File: src/rtl/motors_pkg.sv
// Shared types and defaults for the motion-command sequencer.
// Included first; other files import motors_pkg::*.
package motors_pkg;

  localparam int DEF_NUM_AXES            = 2;
  localparam int DEF_PULSE_NUM_WIDTH     = 16;
  localparam int DEF_STEPPER_PULSE_WIDTH = 50;

  typedef enum logic [2:0] {
    IDLE,
    SERVO_WAIT_RDY,
    SERVO_RUN,
    SETTLE,
    STEP_WAIT_RDY,
    STEP_RUN,
    DONE
  } motors_seq_state_t;

  typedef enum logic {
    PH_IDLE,
    PH_RUN
  } motors_phase_state_t;

  typedef logic signed [DEF_NUM_AXES-1:0][DEF_PULSE_NUM_WIDTH-1:0] pulse_vec_t;

endpackage

File: src/rtl/motors_seq_phase.sv
// One sub-controller phase: wait for ready, strobe once, wait for done.
// fire/fin are combinational so the parent FSM can follow in the same edge.
module motors_seq_phase
  import motors_pkg::*;
(
  input  logic clk,
  input  logic reset,
  input  logic req,
  input  logic sub_rdy,
  input  logic sub_done,
  output logic strobe,
  output logic fire,
  output logic fin
);

  motors_phase_state_t ps;

  assign fire = req & sub_rdy & (ps == PH_IDLE);
  assign fin  = sub_done & (ps == PH_RUN);

  always_ff @(posedge clk or negedge reset) begin
    if (!reset) begin
      ps     <= PH_IDLE;
      strobe <= 1'b0;
    end else begin
      strobe <= fire;
      unique case (ps)
        PH_IDLE: if (fire) ps <= PH_RUN;
        PH_RUN:  if (sub_done) ps <= PH_IDLE;
        default: ps <= PH_IDLE;
      endcase
    end
  end

endmodule

File: src/rtl/motors_seq_ctrl.sv
// Pen (servo) then settle then stepper group, one done per command.
// Phases with no effective motion are skipped.
module motors_seq_ctrl
  import motors_pkg::*;
#(
  parameter int NUM_AXES            = DEF_NUM_AXES,
  parameter int PULSE_NUM_WIDTH     = DEF_PULSE_NUM_WIDTH,
  parameter int SERVO_POS_WIDTH     = 8,
  parameter int PULSE_WIDTH_WIDTH   = 16,
  parameter int STEPPER_PULSE_WIDTH = DEF_STEPPER_PULSE_WIDTH,
  parameter int SETTLE_CYCLES       = 1000,
  parameter int SERVO_POS_RESET     = 0
) (
  input  logic                                clk,
  input  logic                                reset,
  input  logic                                trigger,
  input  logic [SERVO_POS_WIDTH-1:0]          servo_pos,
  input  logic [NUM_AXES*PULSE_NUM_WIDTH-1:0] pulse_num,
  output logic                                rdy,
  output logic                                done,
  output logic                                servo_trigger,
  output logic [SERVO_POS_WIDTH-1:0]          servo_pos_out,
  input  logic                                servo_rdy,
  input  logic                                servo_done,
  output logic                                steppers_trigger,
  output logic [NUM_AXES*PULSE_NUM_WIDTH-1:0] steppers_pulse_num,
  output logic [PULSE_WIDTH_WIDTH-1:0]        steppers_pulse_width,
  input  logic                                steppers_rdy,
  input  logic                                steppers_done
);

  localparam int CW = (SETTLE_CYCLES > 0) ? $clog2(SETTLE_CYCLES + 1) : 1;
  localparam logic [CW-1:0] SETTLE_LOAD =
    (SETTLE_CYCLES > 0) ? CW'(SETTLE_CYCLES - 1) : '0;
  localparam logic [SERVO_POS_WIDTH-1:0] POS_RST =
    SERVO_POS_WIDTH'(SERVO_POS_RESET);

  motors_seq_state_t          state;
  logic [SERVO_POS_WIDTH-1:0] last_pos;
  logic                       step_skip;
  logic [CW-1:0]              settle_cnt;

  logic accept;
  logic servo_skip_in;
  logic step_skip_in;
  logic servo_req;
  logic servo_fire;
  logic servo_fin;
  logic step_req;
  logic step_fire;
  logic step_fin;

  assign rdy           = (state == IDLE);
  assign accept        = rdy & trigger;
  assign servo_skip_in = (servo_pos == last_pos);
  assign step_skip_in  = (pulse_num == '0);

  // IDLE fast path lets a ready sub-controller strobe one cycle after trigger
  assign servo_req = (accept & ~servo_skip_in)
                   | (state == SERVO_WAIT_RDY);
  assign step_req  = (accept & servo_skip_in & ~step_skip_in)
                   | (state == STEP_WAIT_RDY);

  assign steppers_pulse_width = PULSE_WIDTH_WIDTH'(STEPPER_PULSE_WIDTH);

  motors_seq_phase u_servo (
    .clk      (clk),
    .reset    (reset),
    .req      (servo_req),
    .sub_rdy  (servo_rdy),
    .sub_done (servo_done),
    .strobe   (servo_trigger),
    .fire     (servo_fire),
    .fin      (servo_fin)
  );

  motors_seq_phase u_step (
    .clk      (clk),
    .reset    (reset),
    .req      (step_req),
    .sub_rdy  (steppers_rdy),
    .sub_done (steppers_done),
    .strobe   (steppers_trigger),
    .fire     (step_fire),
    .fin      (step_fin)
  );

  always_ff @(posedge clk or negedge reset) begin
    if (!reset) begin
      state              <= IDLE;
      last_pos           <= POS_RST;
      step_skip          <= 1'b0;
      settle_cnt         <= '0;
      done               <= 1'b0;
      servo_pos_out      <= POS_RST;
      steppers_pulse_num <= '0;
    end else begin
      done <= 1'b0;
      unique case (state)
        IDLE: begin
          if (trigger) begin
            servo_pos_out      <= servo_pos;
            steppers_pulse_num <= pulse_num;
            step_skip          <= step_skip_in;
            if (!servo_skip_in) begin
              state <= servo_fire ? SERVO_RUN : SERVO_WAIT_RDY;
            end else if (!step_skip_in) begin
              state <= step_fire ? STEP_RUN : STEP_WAIT_RDY;
            end else begin
              done  <= 1'b1;
              state <= DONE;
            end
          end
        end
        SERVO_WAIT_RDY: if (servo_fire) state <= SERVO_RUN;
        SERVO_RUN: begin
          if (servo_fin) begin
            last_pos <= servo_pos_out;
            if (SETTLE_CYCLES > 0) begin
              settle_cnt <= SETTLE_LOAD;
              state      <= SETTLE;
            end else if (step_skip) begin
              done  <= 1'b1;
              state <= DONE;
            end else begin
              state <= STEP_WAIT_RDY;
            end
          end
        end
        SETTLE: begin
          if (settle_cnt == '0) begin
            if (step_skip) begin
              done  <= 1'b1;
              state <= DONE;
            end else begin
              state <= STEP_WAIT_RDY;
            end
          end else begin
            settle_cnt <= settle_cnt - 1'b1;
          end
        end
        STEP_WAIT_RDY: if (step_fire) state <= STEP_RUN;
        STEP_RUN: begin
          if (step_fin) begin
            done  <= 1'b1;
            state <= DONE;
          end
        end
        DONE:    state <= IDLE;
        default: state <= IDLE;
      endcase
    end
  end

endmodule

File: config.mk
export PLATFORM = sky130hd
export DESIGN_NAME = motors_seq_ctrl
export DESIGN_NICKNAME = d
export VERILOG_FILES = /design/src/rtl/motors_pkg.sv /design/src/rtl/motors_seq_phase.sv /design/src/rtl/motors_seq_ctrl.sv
export SDC_FILE = /design/constraint.sdc
export NUM_CORES = 1
export LEC_CHECK = 0
export ABC_AREA = 1
export ABC_CLOCK_PERIOD_IN_PS = 1800
export CORE_ASPECT_RATIO = 0.9
export CORE_MARGIN = 2
export CORE_UTILIZATION = 47
export DETAILED_ROUTE_END_ITERATION = 6
export GPL_TIMING_DRIVEN = 0
export PLACE_DENSITY = 0.85
export SYNTH_ARGS = -nofsm -noshare
export SYNTH_HDL_FRONTEND = slang
export SYNTH_SLANG_ARGS = --single-unit
File: constraint.sdc
create_clock -name clk -period 1.8 [get_ports clk]
set_input_delay 0.36 -clock clk [delete_from_list [all_inputs] [get_ports clk]]
set_output_delay 0.36 -clock clk [all_outputs]
set_load 0.01 [all_outputs]
== Word level (Yosys, flattened, before mapping) ==
Index checks and enable logic that the tools add are counted.

* Bits in registers: 67
* Input port bits: 47
* Output and inout port bits: 60
* Logic and storage cells: 77

* $add $sub $neg: 1
* Equal/unequal tests: 13
* Mux-type cells: 28
* Bitwise gates (word level): 16
* Reductions and logical operators: 8

{| class="wikitable"
|+ Operators with widths
! cell !! count
|-
| zero test 32 bit || 1
|-
| two-way mux 3 bit || 7
|-
| two-way mux 10 bit || 2
|-
| one-hot mux 10 bit (2 select lines) || 1
|-
| one-hot mux 3 bit (6 select lines) || 1
|-
| inequality test 2 bit (second input constant) || 7
|-
| two-way mux 1 bit || 11
|-
| bitwise AND 1 bit || 10
|-
| zero test 10 bit || 1
|-
| subtractor 10 x 1 -> 10 bit (second input constant) || 1
|-
| equality test 8 bit || 1
|-
| equality test 3 x 2 -> 1 bit (second input constant) || 2
|-
| equality test 3 bit (second input constant) || 2
|-
| two-way mux 2 bit || 3
|-
| AND reduction 6 bit || 1
|-
| inverter 1 bit || 4
|-
| one-hot mux 1 bit (2 select lines) || 2
|-
| AND reduction 2 bit || 2
|-
| equality test 3 x 1 -> 1 bit (second input constant) || 1
|-
| zero test 3 bit || 1
|-
| one-hot mux 1 bit (3 select lines) || 1
|-
| AND reduction 3 bit || 1
|-
| OR 1 bit || 2
|-
| nonzero test 2 bit || 1
|}

== Logic depth before layout (Yosys ltp) ==
* Depth after elaboration: 12
* Mapped depth: 14
* Mapped depth without buffers: 14

== By module ==
A second synthesis with hierarchy kept.

* Cell total of the unflattened synthesis: 434
* Area, all modules: 3331.9 um2

{| class="wikitable"
|+ By module, submodules not included
! module !! instances !! cells each !! area an instance (um2) !! sequential area each (um2)
|-
| motors_seq_ctrl || 1 || 414 || 3154.3 || 1576.5
|-
| motors_seq_phase || 2 || 10 || 88.8 || 50.0
|}

== Least setup slack after synthesis ==
Ideal clock, no wire load.

* Path kind: register to register
* Start: reg settle_cnt[0]
* End: reg settle_cnt[9]
* Setup time: 0.128 ns
* Arrival time: 1.402 ns
* Data required time: 1.672 ns
* Path slack: 0.271 ns
* Cell stages (with the launch flop): 14
* Path buffers: 0
* Period minus slack after synthesis: 1.529 ns
* Path through: dfrtp_1 > inv_1 > ha_1 > nand2_2 > nor2_4 > nand3_2 > nand2_4 > nand2_4 > nand2_4 > nor2_4 > nand2_2 > nor2_2 > xor2_1 > nand2_1

* Word-level cells in the longest chain between the ends: 3
* Elaborated cells between the ends (all ways): 6
* Those cells by class: add/sub: 1; eq/ne: 1; mux: 2; reduce/logical: 2

{| class="wikitable"
|+ Ends and longest elaborated chain
! item !! line !! source
|-
| start, declared || motors_seq_ctrl.sv:41 || <nowiki>logic [CW-1:0] settle_cnt;</nowiki>
|-
| start signal, assigned || motors_seq_ctrl.sv:139 || <nowiki>settle_cnt <= settle_cnt - 1'b1;</nowiki>
|-
| subtractor 10 x 1 -> 10 bit or zero test 10 bit (tied branches) || motors_seq_ctrl.sv:139, motors_seq_ctrl.sv:131 ||
|-
| two-way mux 10 bit or inequality test 2 bit (tied branches) || - ||
|-
| one-hot mux 10 bit (2 select lines) or AND reduction 3 bit (tied branches) || - ||
|}

Several ways; a longest one is shown, not always the timed one. The select of a mux whose other input is x is not followed.
A chain may end at the register's enable or synchronous reset.

== Worst setup path in the final report ==
* Start: reg settle_cnt[1]
* End: reg settle_cnt[9]

The elaborated chain is that of the path after synthesis.

==> results_tabular.tex <==
\begin{tabular}{lr}
\hline
Metric & Value \\
\hline
\multicolumn{2}{l}{\textbf{Run status}} \\
Status & finished clean \\
\multicolumn{2}{l}{\textbf{Placement}} \\
\# placed instances & roughly 640 \\
Dpl hpwl & approximately 6000 µm \\
Routability Congestion & slightly below 0.9 \\
Buffers on Ports & 90 \\
Total placed instance area & between 4000 and 5000 µm² \\
\multicolumn{2}{l}{\textbf{Layout}} \\
\# diodes & 0 \\
Synthesis-to-finish area growth & 38.2\% \\
Count of filler cells inserted in the layout & between 500 and 600 \\
Count of non-filler cells in the finished layout & around 650 \\
Nets@finish & between 600 and 700 \\
Final cell area excluding filler cells & about 4600 µm² \\
Ratio of cells with drive above 1 in the final layout & a little under an eighth \\
\multicolumn{2}{l}{\textbf{Routing}} \\
Wirelength, routed & 7840 µm \\
Remaining antenna violation count & 0 \\
Routed length per placed instance & 12.0 µm \\
Router iterations before antenna repair & 4 \\
Via density per instance & 4.61 \\
Via count & approximately 3000 \\
Number of DRC violations after detailed-routing iteration 0 & about 180 \\
Drc violations & 0 \\
\multicolumn{2}{l}{\textbf{Power}} \\
Power density over the cells & approximately 1500 nW/µm² \\
Leakage power of the design & between 2 and 2.5 nW \\
Maximum VDD drop & roughly 0.78 mV \\
\multicolumn{2}{l}{\textbf{Synth}} \\
Synthesized area & $\sim$3400 µm² \\
EDFF count, synth & 0 \\
Top cell type by total area after synthesis & sky130\_fd\_sc\_hd\_\_dfrtp\_1 \\
Sequential element share of the synthesized area & 49.8\% \\
Post-synthesis cell count & about 440 \\
Number of synthesized register bits & 67 \\
Predominant post-synthesis flop cell & sky130\_fd\_sc\_hd\_\_dfrtp\_1 \\
Biggest area contributors in the synthesized netlist & sky130\_fd\_sc\_hd\_\_dfrtp\_1 50\%, sky130\_fd\_sc\_hd\_\_nand2\_1 17\%, sky130\_fd\_sc\_hd\_\_inv\_1 7.4\% \\
Post-synthesis area per instance & approximately 7.7 µm² \\
Fraction of synthesis flops using an asynchronous set or reset pin & 100\% \\
Synthesis warning total & 0 \\
Library cells used by synthesis & 34 \\
Proportion of netlist area held by the largest area contributor & 49.8\% \\
\multicolumn{2}{l}{\textbf{Global routing}} \\
Aggregate global-route resource usage & a little over a fifth \\
Via count of the first global-routing pass & roughly 3000 \\
Number of antenna violations at the first check in global routing & 0 \\
Maximum number of pins on one net before global-route repair & 68 \\
First-pass GRT wire length & between 10000 and 15000 µm \\
Leftover overflow at the end of global routing & 0 \\
\multicolumn{2}{l}{\textbf{Timing}} \\
Setup repair after global routing missed its margin & yes \\
Number of max-slew violations in the final report & 0 \\
Fin. Hold Viols & 0 \\
Final clock skew & between 0.005 and 0.006 ns \\
Transition time of the tightest slew-check pin & roughly 0.83 ns \\
Final period utilization & a little over nine tenths \\
TNS Setup & 0 ns \\
Normalized max-slew margin & about 45\% \\
Maximum clock rate & roughly 0.58 GHz \\
Final Critical Period & $\sim$1.7 ns \\
Count of final setup violators & 0 \\
\multicolumn{2}{l}{\textbf{Clocking}} \\
Number of buffers inserted during clock tree synthesis & 9 \\
Maximum number of buffers from clock root to sink & 2 \\
Buffer type at the clock tree root & sky130\_fd\_sc\_hd\_\_clkbuf\_8 \\
H-tree Lvls & 3 \\
Clk sink count & 67 \\
TritonCTS clock tree & yes \\
Hold\_buf cts & 0 \\
Clock-pin transition on the worst setup and hold timing paths & $\sim$0.070 ns \\
Clock insertion delay at the later pin of the skew report & about 0.35 ns \\
\multicolumn{2}{l}{\textbf{Setup path}} \\
Type of the worst setup path & reg2reg \\
CP startpoint kind & flip-flop \\
Arrival time of data at the critical path endpoint & 1.94 ns \\
Worst Setup End Kind & flip-flop \\
Required time of the critical path & $\sim$2.0 ns \\
CP Max Fanout & 5 \\
\multicolumn{2}{l}{\textbf{Die}} \\
Area of the core region & 7000 µm² \\
Top-level port count & $\sim$110 \\
Std-Cell Rows & 29 \\
Vert. Die Dim & 84.3 µm \\
Initial cell density of the core & slightly below 50\% \\
Die span in x & 93.2 µm \\
Die area & $\sim$7900 µm² \\
\multicolumn{2}{l}{\textbf{Hold path}} \\
Path class of the lowest-slack min-delay path & in2async \\
\multicolumn{2}{l}{\textbf{Job}} \\
Number of max-capacitance violations reported & 0 \\
\hline
\end{tabular}
synth_stat cells, types with 2 or more instances:
| cell type | instances |
|---|---|
| sky130_fd_sc_hd__a21oi_1 | 6 |
| sky130_fd_sc_hd__buf_2 | 6 |
| sky130_fd_sc_hd__buf_4 | 16 |
| sky130_fd_sc_hd__clkbuf_1 | 3 |
| sky130_fd_sc_hd__conb_1 | 2 |
| sky130_fd_sc_hd__dfrtp_1 | 67 |
| sky130_fd_sc_hd__inv_1 | 66 |
| sky130_fd_sc_hd__nand2_1 | 148 |
| sky130_fd_sc_hd__nand2_2 | 5 |
| sky130_fd_sc_hd__nand2_4 | 4 |
| sky130_fd_sc_hd__nand3_1 | 6 |
| sky130_fd_sc_hd__nand4_1 | 3 |
| sky130_fd_sc_hd__nor2_1 | 38 |
| sky130_fd_sc_hd__nor2_2 | 5 |
| sky130_fd_sc_hd__nor2_4 | 3 |
| sky130_fd_sc_hd__o211ai_1 | 2 |
| sky130_fd_sc_hd__o21ai_0 | 42 |
logic make-up after synthesis:
| logic type | after synthesis | synth area share [%] |
|---|---|---|
| adder cells (fa/ha/maj) | 1 | 0.372 |
| AND/OR/NAND/NOR | 216 | 27.3 |
| AO/OA/AOI/OAI | 57 | 9.07 |
| buffers and inverters | 94 | 12.7 |
| flip-flops | 67 | 49.8 |
| other | 2 | 0.223 |
| XOR/XNOR | 2 | 0.521 |
path summary, 6_finish.rpt:
kind	startpoint	endpoint	slack, ns	depth (start not counted)
max	settle_cnt[1]$_DFFE_PN0P_	settle_cnt[9]$_DFFE_PN0P_	0.09	13
min	reset	steppers_pulse_num[17]$_DFFE_PN0N_	0.1	1
max reg2reg	settle_cnt[1]$_DFFE_PN0P_	settle_cnt[9]$_DFFE_PN0P_	0.09	13
min reg2reg	steppers_pulse_num[29]$_DFFE_PN0N_	steppers_pulse_num[29]$_DFFE_PN0N_	0.48	2
max in group asynchronous	reset	state[0]$_DFFE_PN0P_	1.11	1
min in group clk	steppers_pulse_num[29]$_DFFE_PN0N_	steppers_pulse_num[29]$_DFFE_PN0N_	0.48	2
per-layer routing:
layer | GRT usage [%] | vias up | share of wire (%) | wire length, µm
li1 | - | 1540 | - | -
met1 | 28.3 | 1368 | 45 | 3540
met2 | 34.7 | 84 | 48 | 3740
met3 | 5.57 | 16 | 5.0 | 393
met4 | 7.89 | 0 | 2.1 | 161
met5 | 0 | - | 0 | 0
critical path, cell delays in order, from the launching register on:
cell and delay, ns:
sky130_fd_sc_hd__dfrtp_1 0.40, sky130_fd_sc_hd__inv_1 0.07, sky130_fd_sc_hd__ha_2 0.18, sky130_fd_sc_hd__nand2_2 0.08, sky130_fd_sc_hd__nor2_4 0.11, sky130_fd_sc_hd__nand3_2 0.11
sky130_fd_sc_hd__nand2_4 0.10, sky130_fd_sc_hd__nand2_4 0.07, sky130_fd_sc_hd__nand2_4 0.07, sky130_fd_sc_hd__nor2_4 0.04, sky130_fd_sc_hd__nand2_2 0.08, sky130_fd_sc_hd__nor2_2 0.04
sky130_fd_sc_hd__xor2_1 0.16, sky130_fd_sc_hd__nand2_1 0.07
cells in the final DEF (no fill, tap or decap), drive strengths merged:
cell type	Yosys	routed
o221ai	1	1
o211ai	2	2
ha	1	1
nand4	3	3
dfrtp	67	67
a211oi	1	1
xor2	1	1
o2111ai	1	1
o22ai	1	1
inv	67	68
nor3	1	1
nor2	46	46
nand2	157	157
buf	24	26
xnor2	1	1
a21oi	6	6
conb	2	16
clkdlybuf4s50	0	88
o21a	1	1
clkinvlp	0	2
bufinv	0	1
clkbuf	3	14
clkinv	0	2
or4	1	1
a31oi	1	1
and2	1	1
o21ai	43	43
nand3	7	7
power by group:
part           internal [W]  total [W]  leakage (nW)  switching (W)
sequential          0.00215    0.00258         0.826       0.000428
clock              0.000677    0.00129        0.0987       0.000614
combinational       0.00145    0.00301          1.45        0.00156
total               0.00428    0.00688          2.37        0.00260
state kept, by name (all words and copies together), names as in the netlist:
register and count:
settle_cnt 10, u_servo.strobe 1, steppers_pulse_num 32, servo_pos_out 8
u_servo.ps 1, state 3, done 1, last_pos 8
step_skip 1, u_step.strobe 1, u_step.ps 1
area by class of cell:
class                   count  area, µm²  area share (%)
flip-flops and latches     67       1680            36.1
plain buffers              27        176            3.80
multi-input cells         292       1320            28.5
clock inverters             6       63.8            1.37
well taps                  93        116            2.50
inverters                  67        251            5.41
clock buffers              10        138            2.96
repair buffers             91        901            19.4
through the flow:
step	utilization (%)	worst slack [ns]	total power [W]	hold WS, ns
after detailed placement	63.3	-0.196	0.00559	0.460
after global placement	63.3	-1.83	0.00546	0.454
after floorplan	-	0.271	0.00413	0.0644
after CTS	66.2	0.0302	0.00690	0.140
final	66.4	0.0851	0.00688	0.0964
after global routing	66.4	-0.0500	0.00741	0.176
what timing repair did:
| action | 4_1_cts | 5_1_grt |
|---|---|---|
| buffers inserted | 0 | 1 |
| endpoints found under the setup margin | 1 | 6 |
| cloned | 0 | 0 |
| pin swaps | 0 | 2 |
| resized for setup | 3 | 6 |
| hold endpoints to repair | 0 | 0 |
Power figures use the tool's default switching activity.
